<file path="src/rtl/aes_pkg.sv">
// Shared constants, FSM encoding and round-constant lookup for the AES-128
// key schedule controller and its round-key storage.
package aes_pkg;

  localparam int NR    = 10;
  localparam int KEY_W = 128;
  localparam int RW    = 4;

  typedef enum logic [1:0] {
    ST_IDLE   = 2'd0,
    ST_LOAD   = 2'd1,
    ST_EXPAND = 2'd2,
    ST_READY  = 2'd3
  } state_e;

  // RCON[1..10]; index 0 and anything above 10 have no round constant.
  function automatic logic [7:0] rcon_byte(input logic [RW-1:0] idx);
    logic [7:0] r;
    r = 8'h00;
    case (idx)
      4'd1:    r = 8'h01;
      4'd2:    r = 8'h02;
      4'd3:    r = 8'h04;
      4'd4:    r = 8'h08;
      4'd5:    r = 8'h10;
      4'd6:    r = 8'h20;
      4'd7:    r = 8'h40;
      4'd8:    r = 8'h80;
      4'd9:    r = 8'h1b;
      4'd10:   r = 8'h36;
      default: r = 8'h00;
    endcase
    return r;
  endfunction

endpackage

</file>
<file path="src/rtl/round_key_regfile.sv">
// Round-key storage: one write port, one registered read port that returns
// zero for indices past the last entry. Reads see the pre-write contents.
module round_key_regfile
  import aes_pkg::*;
#(
  parameter int DEPTH = NR + 1,
  parameter int W     = KEY_W,
  parameter int AW    = RW
) (
  input  logic          clk,
  input  logic          rst_n,
  input  logic          we_i,
  input  logic [AW-1:0] waddr_i,
  input  logic [W-1:0]  wdata_i,
  input  logic [AW-1:0] raddr_i,
  output logic [W-1:0]  rdata_o
);

  localparam logic [AW-1:0] LAST_IDX = AW'(DEPTH - 1);

  logic [W-1:0] mem_q [DEPTH];
  logic [W-1:0] rdata_q;

  always_ff @(posedge clk or negedge rst_n) begin
    if (!rst_n) begin
      for (int i = 0; i < DEPTH; i++) begin
        mem_q[i] <= '0;
      end
      rdata_q <= '0;
    end else begin
      if (we_i && (waddr_i <= LAST_IDX)) begin
        mem_q[waddr_i] <= wdata_i;
      end
      rdata_q <= (raddr_i <= LAST_IDX) ? mem_q[raddr_i] : '0;
    end
  end

  assign rdata_o = rdata_q;

endmodule

</file>
<file path="src/rtl/aes_key_schedule_ctrl.sv">
// Sequences the AES-128 key expander (load pulse + RCON per round) and
// captures the NR+1 round keys it emits into a randomly readable buffer.
module aes_key_schedule_ctrl
  import aes_pkg::*;
(
  input  logic             clk,
  input  logic             rst_n,
  input  logic             start,
  output logic             exp_load_enable,
  output logic [31:0]      exp_rcon,
  input  logic [KEY_W-1:0] exp_key,
  output logic             busy,
  output logic             keys_ready,
  input  logic [RW-1:0]    rd_round,
  output logic [KEY_W-1:0] rd_key,
  output state_e           dbg_state
);

  localparam logic [RW-1:0] LAST_J = RW'(NR);

  state_e        state_q, state_d;
  logic [RW-1:0] cnt_q, cnt_d;
  logic          load_en_q, load_en_d;
  logic [31:0]   rcon_q, rcon_d;
  logic          busy_q, busy_d;
  logic          ready_q, ready_d;

  // start is only looked at in IDLE/READY, so a request while busy is dropped.
  always_comb begin
    state_d = state_q;
    cnt_d   = cnt_q;
    case (state_q)
      ST_IDLE: begin
        if (start) state_d = ST_LOAD;
      end
      ST_LOAD: begin
        cnt_d   = '0;
        state_d = ST_EXPAND;
      end
      ST_EXPAND: begin
        if (cnt_q == LAST_J) begin
          state_d = ST_READY;
        end else begin
          cnt_d = cnt_q + 1'b1;
        end
      end
      ST_READY: begin
        if (start) state_d = ST_LOAD;
      end
      default: state_d = ST_IDLE;
    endcase
  end

  // Outputs are registered from the next state/counter so they line up with
  // the state they describe and never see start combinationally.
  always_comb begin
    load_en_d = (state_d == ST_LOAD);
    busy_d    = (state_d == ST_LOAD) || (state_d == ST_EXPAND);
    ready_d   = (state_d == ST_READY);
    rcon_d    = '0;
    if ((state_d == ST_EXPAND) && (cnt_d != LAST_J)) begin
      rcon_d = {rcon_byte(cnt_d + 1'b1), 24'h000000};
    end
  end

  always_ff @(posedge clk or negedge rst_n) begin
    if (!rst_n) begin
      state_q   <= ST_IDLE;
      cnt_q     <= '0;
      load_en_q <= 1'b0;
      rcon_q    <= '0;
      busy_q    <= 1'b0;
      ready_q   <= 1'b0;
    end else begin
      state_q   <= state_d;
      cnt_q     <= cnt_d;
      load_en_q <= load_en_d;
      rcon_q    <= rcon_d;
      busy_q    <= busy_d;
      ready_q   <= ready_d;
    end
  end

  round_key_regfile #(
    .DEPTH (NR + 1),
    .W     (KEY_W),
    .AW    (RW)
  ) u_regfile (
    .clk     (clk),
    .rst_n   (rst_n),
    .we_i    (state_q == ST_EXPAND),
    .waddr_i (cnt_q),
    .wdata_i (exp_key),
    .raddr_i (rd_round),
    .rdata_o (rd_key)
  );

  assign exp_load_enable = load_en_q;
  assign exp_rcon        = rcon_q;
  assign busy            = busy_q;
  assign keys_ready      = ready_q;
  assign dbg_state       = state_q;

endmodule

</file>
<file path="config.mk">
export PLATFORM = sky130hd
export DESIGN_NAME = aes_key_schedule_ctrl
export DESIGN_NICKNAME = d
export VERILOG_FILES = /design/src/rtl/aes_pkg.sv /design/src/rtl/round_key_regfile.sv /design/src/rtl/aes_key_schedule_ctrl.sv
export SDC_FILE = /design/constraint.sdc
export NUM_CORES = 2
export LEC_CHECK = 0
export CAP_MARGIN = 20
export CELL_PAD_IN_SITES_DETAIL_PLACEMENT = 1
export CELL_PAD_IN_SITES_GLOBAL_PLACEMENT = 1
export CORE_UTILIZATION = 45
export DETAILED_ROUTE_END_ITERATION = 10
export PLACE_DENSITY_LB_ADDON = 0.15
export SLEW_MARGIN = 5
export SYNTH_ARGS = -nofsm -noshare
export SYNTH_HDL_FRONTEND = slang
export SYNTH_SLANG_ARGS = --single-unit
export TNS_END_PERCENT = 30
</file>
<file path="constraint.sdc">
create_clock -name clk -period 2.9 [get_ports clk]
set_input_delay 0.87 -clock clk [delete_from_list [all_inputs] [get_ports clk]]
set_output_delay 0.87 -clock clk [all_outputs]
set_load 0.005 [all_outputs]
</file>
## After elaboration in Yosys (flattened, before gate mapping)

Memory sizes are Yosys's and may differ from the RTL's.
Cells that the tools add are included.

| storage, ports and cells | value |
|---|---|
| register bits after elaboration | 1,577 |
| memories kept | 1 |
| input port bits | 135 |
| output and inout bits | 165 |
| memory bits (read-only) | 128 |

Memory list:

| memory | depth | width | read ports | clocked after Yosys merged registers in | wr ports | line | text |
|---|---|---|---|---|---|---|---|
| (no name shown) | 16 | 8 | 1 | 0 | 0 | aes_pkg.sv:20 | `case (idx)` |

| cells by class | value |
|---|---|
| magnitude comparators | 5 |
| reductions and logical operators | 6 |
| mux-type cells | 13 |
| bitwise operators | 2 |
| equal/unequal tests | 8 |
| add/subtract/negate cells | 2 |

Operators by type and width:

| kind | count |
|---|---|
| $bwmux W1408 | 1 |
| $bmux W128 S4 | 1 |
| $demux W128 S4 | 1 |
| $mux W128 | 4 |
| $mux W32 | 1 |
| $ge A5 B5 Y1 const B | 2 |
| $not A4 Y5 | 2 |
| $add A4 B1 Y4 const B | 2 |
| $eq A2 B2 Y1 const B | 4 |
| $le A4 B4 Y1 const B | 2 |
| $pmux W4 S2 | 1 |
| $pmux W2 S3 | 1 |
| $lt A5 B1 Y1 const B | 1 |
| $eq A2 B1 Y1 const B | 2 |
| $eq A4 B4 Y1 const B | 1 |
| $mux W2 | 2 |
| $mux W4 | 1 |
| $ne A4 B4 Y1 const B | 1 |
| $logic_and A1 B1 Y1 | 3 |
| $logic_not A2 Y1 | 1 |
| $reduce_or A2 Y1 | 1 |
| $logic_or A1 B1 Y1 | 1 |

## Longest topological paths before layout

| depth | value |
|---|---|
| depth after elaboration | 6 |
| mapped depth | 11 |

## Cells and area by module

Synthesis repeated with hierarchy kept, for this count alone.

| second synthesis, totals | value |
|---|---|
| cells, all modules | 4,551 |
| area total of the unflattened synthesis | 68,594.5 um2 |

Modules (own cells, without submodules):

| module | sequential area each (um2) | times used | cells an instance | area each (um2) |
|---|---|---|---|---|
| round_key_regfile | 38,436.9 | 1 | 4,443 | 67,524.8 |
| aes_key_schedule_ctrl | 425.4 | 1 | 108 | 1,069.8 |

## Worst setup path after synthesis

Ideal clock, no wire load.

| path | value |
|---|---|
| kind | input port to flip-flop |
| from | in rd_round[0] |
| to | reg u_regfile.rdata_q[120], in the netlist u_regfile.rdata_o[120] |
| library setup time | 138 ps |
| arrival time | 2,046 ps |
| stages on the path | 6 |
| slack | 716 ps |
| cells stage by stage | buf_4 > buf_6 > buf_4 > mux4_2 > mux2i_1 > o22ai_1 |

| on the way | value |
|---|---|
| longest elaborated chain between the ends | 5 |

RTL lines:

| element | line | text |
|---|---|---|
| start: declaration | aes_key_schedule_ctrl.sv:14 | `input logic [RW-1:0] rd_round,` |
| $not A4 Y5 (implied by the code) | round_key_regfile.sv:34 | `rdata_q <= (raddr_i <= LAST_IDX) ? mem_q[raddr_i] : '0;` |
| $bmux W128 S4 | round_key_regfile.sv:34 |  |
| $mux W128 (implied by the code) (2 in a row) | round_key_regfile.sv:34 |  |
| $mux W128 (*) | round_key_regfile.sv:34 |  |
| end signal: assignment | round_key_regfile.sv:34 |  |
| end: declaration | round_key_regfile.sv:22 | `logic [W-1:0] rdata_q;` |

Every way passes the cells marked *; elsewhere a longest branch is shown, timed or not. The select of a mux whose other input is x is not followed.
A chain may end at the register's enable or synchronous reset.

## Final worst setup path

| path | value |
|---|---|
| from | reg u_regfile.rdata_q[79], in the netlist u_regfile.rdata_o[79] |
| to | out rd_key[79] |

RTL lines:

| element | line | text |
|---|---|---|
| end: declaration | aes_key_schedule_ctrl.sv:15 | `output logic [KEY_W-1:0] rd_key,` |

No word-level cell between the ends.

==> summary.txt <==
Detailed routing
  • Initial detailed-routing violation count: 1743
  • DRT antenna net count: 0
  • Vias: 38780
  • Vias per inst: 5.697
  • First-pass DRT Iterations: 5
  • Routed wire length per instance: 26.44 um
  • DR DRC count: 0
  • WL final: 180000 um

Synth
  • Post-synthesis mux area share: 0.3559
  • Top FF cell, synth: dfrtp_1
  • Ys async rst share: 1.000
  • Synth top cells by count: 1553 x dfrtp_1, 1409 x mux2_2, 256 x mux2i_1, 256 x mux4_2, 210 x buf_2
  • Post-synthesis sequential area ratio: 0.5717
  • Synth Instances: 4403
  • Simple logic cell fraction of the synthesized area: 0.01062
  • Cell taking the most area after synthesis: dfrtp_1
  • Most common cell in the netlist: dfrtp_1
  • Share of synthesized cell area in full adder, half adder and majority cells: 0.001656
  • Synth top area share: 0.5717
  • Synth Register Bits: 1553
  • Synth Area in XOR/XNOR: 0.0001288
  • Synth warn: 0
  • Largest family of logic cells by synthesized area: multiplexers
  • Area contributors post-synth: dfrtp_1 57%, mux2_2 23%, mux4_2 8.5%, mux2i_1 3.8%, buf_2 1.5%
  • Syn avg cell area: 15.44 um2
  • Synth Area in Compound Gates: 0.02337
  • Synth cell types: 42
  • Number of synthesized flops with an enable pin: 0
  • Synth Cell Area: 67980 um2

Worst setup path
  • Worst Reg-to-Reg Cells: 7
  • CP top delay family: buffers and inverters
  • Crit. End Element: primary output
  • Max Fanout on Critical Path: 1
  • Kind of critical path: flop to primary output
  • Bufs and invs on worst path: 1
  • Critical path arrival: 1.88 ns
  • CP max stage delay: 0.57 ns
  • CP cell instances: clkdlybuf4s50_1
  • Startpoint Class: flop
  • Worst Setup SP: u_regfile.rdata_o[79]
  • Slowest cell on the critical path: clkdlybuf4s50_1
  • WP data required: 2.03 ns
  • Reg2Reg Launch Point: dbg_state[0]
  • Crit path depth: 1

Clock network
  • H-tree depth: 4
  • CTS buffer count: 172
  • Longest Clk Path Bufs: 3
  • CTS tree: yes
  • CTS Sinks: 1553
  • Clock-pin slew of the registers on the worst-case setup and hold paths: 0.06 ns
  • Clock Root Buffer: clkbuf_16
  • Worst skew pair latency: 0.79 ns

Cells and area
  • Syn-to-layout area delta: 17.75%
  • Fin area: 80050 um2
  • Final net count: 4787
  • Sequential cell area: 38860 um2
  • Share of layout cells above drive strength 1: 0.4578
  • # fillers: 14000
  • Area occupied by multi-input gates: 26820 um2

GRT
  • Routing usage on met2: 0.3789
  • Gr usage total: 0.2421
  • Vias in the first global route: 42790
  • Largest net degree at the start of global routing: 118
  • Initial antenna violation count: 23
  • Met3 usage: 0.04002
  • Top Usage Layer GRT: met2
  • Grt ovf: 0
  • GR Util met1: 0.3469
  • Global-route wire length before repair: 279300 um

Die
  • Initial Utilization: 0.4533
  • Die area: 152600 um2
  • Io pins: 300
  • Core area: 150000 um2
  • Die boundary width: 390.7 um
  • Die height: 390.7 um
  • Site row count: 142

STA
  • Skew final: 0.02264 ns
  • Rel. slew slack: 0.5433
  • Final min period: 2.755 ns
  • Final Cycle Share: 0.9499
  • Worst Slack Setup Final: 0.1452 ns
  • Setup TNS: 0 ns
  • Worst-margin pin slew: 0.6850 ns
  • Slew Viols, Final: 0
  • Endpoints failing hold: 0
  • RSZ-0062 raised after global routing: no
  • Fmax: 363.0 MHz
  • Setup violations, final: 0

Pwr
  • Pleak: 35.04 nW
  • Sw frac: 0.2599
  • Clk network pwr share: 0.333
  • Comb power frac: 0.213
  • Sequential share of power: 0.454
  • Power Internal: 49.11 mW
  • Maximum vdd drop: 0.5301 mV
  • Overall power: 66.36 mW
  • Pwr dens: 829.0 nW/um2
  • P_sw: 17.25 mW

Worst hold path
  • Worst Hold Launch: rd_round[3]
  • Hold depth: 2
  • Min-Delay Path Class: primary input to flop

Placed design
  • Routability cong.: 0.7382
  • Placed Area: 74250 um2
  • PortBufs: 275
  • Post-place setup slack: 0.1887 ns
  • DP HPWL: 108400 um

Flow run
  • Max-cap violations: 0

Run status
  • Status: finished, final reports clean
==> layout make-up <==
class                   instances  area share
inverters                      12   0.0005627
clock buffers                 257     0.06510
well taps                    2016     0.03151
multi-input cells            2407      0.3351
clock inverters                53    0.006862
flip-flops and latches       1553      0.4855
repair buffers                497     0.07504
diodes                         12   0.0003751
==> placed cells by master (no fill, tap or decap), types with 9 or more instances in the layout <==
cell type / count
a21oi_1: 132
buf_12: 124
buf_4: 97
bufinv_16: 9
clkbuf_1: 33
clkbuf_16: 178
clkbuf_8: 46
clkdlybuf4s50_1: 270
clkinv_2: 27
clkinvlp_4: 10
conb_1: 24
dfrtp_1: 1553
diode_2: 12
ha_1: 9
inv_1: 11
mux2_2: 1409
mux2i_1: 256
mux4_2: 256
nand2_1: 12
nor2_1: 134
o22ai_1: 128
==> power groups by stage <==
stage	logic (mW)	clock network, mW	registers (mW)
floorplan	10.1	0	29.2
global placement	13.8	0	30.2
detailed placement	14.3	0	30.4
CTS	14.4	22.7	30.1
global route	15.3	23.5	30.7
finish	14.1	22.1	30.1
==> per-layer routing <==
layer  vias up  routed length (um)
li1      16560                   -
met1     21270               82840
met2       652               85890
met3       283                6667
met4        14                4481
met5         -                  94
==> timing repair <==
| item | in CTS | in global routing |
|---|---|---|
| setup buffers | 0 | 0 |
| gates resized for setup | 0 | 0 |
| hold endpoints to repair | 29 | 0 |
| hold buffers | 1 | 0 |
==> final timing paths <==
check	end	slack (ns)
setup reg to reg	u_regfile.mem_q[957]	0.36
max in group asynchronous	u_regfile.mem_q[956]	1.22
hold / removal	u_regfile.rdata_o[99]	0.43
hold reg to reg	u_regfile.mem_q[571]	0.50
min in group asynchronous	u_regfile.mem_q[372]	0.65
setup / recovery	rd_key[79]	0.15
==> logic make-up (layout without fill, tap and decap cells) <==
logic type / count (synthesis) / count (layout)
muxes: 1921 / 1921
DFF: 1553 / 1553
buffers and inverters: 466 / 819
AOI/OAI and AO/OA: 276 / 276
and+or+nand+nor: 176 / 176
adders and majority gates: 9 / 9
other: 1 / 36
xor gates and xnor gates: 1 / 1
==> registers in the layout (all words and copies together), names as in the netlist <==
register / count
dbg_state: 2
u_regfile.mem_q: 1408
exp_load_enable: 1
keys_ready: 1
exp_rcon: 8
u_regfile.rdata_o: 128
busy: 1
cnt_q: 4
==> per-stage QoR <==
step	util	hold WS, ns	cells
floorplan	-	0.4739	4426
global placement	0.4951	0.4812	6484
detailed placement	0.4951	0.4871	6484
CTS	0.5336	0.3686	6795
global route	0.5338	0.3964	6807
finish	0.5338	0.4286	6807
Power figures use the tool's default switching activity.
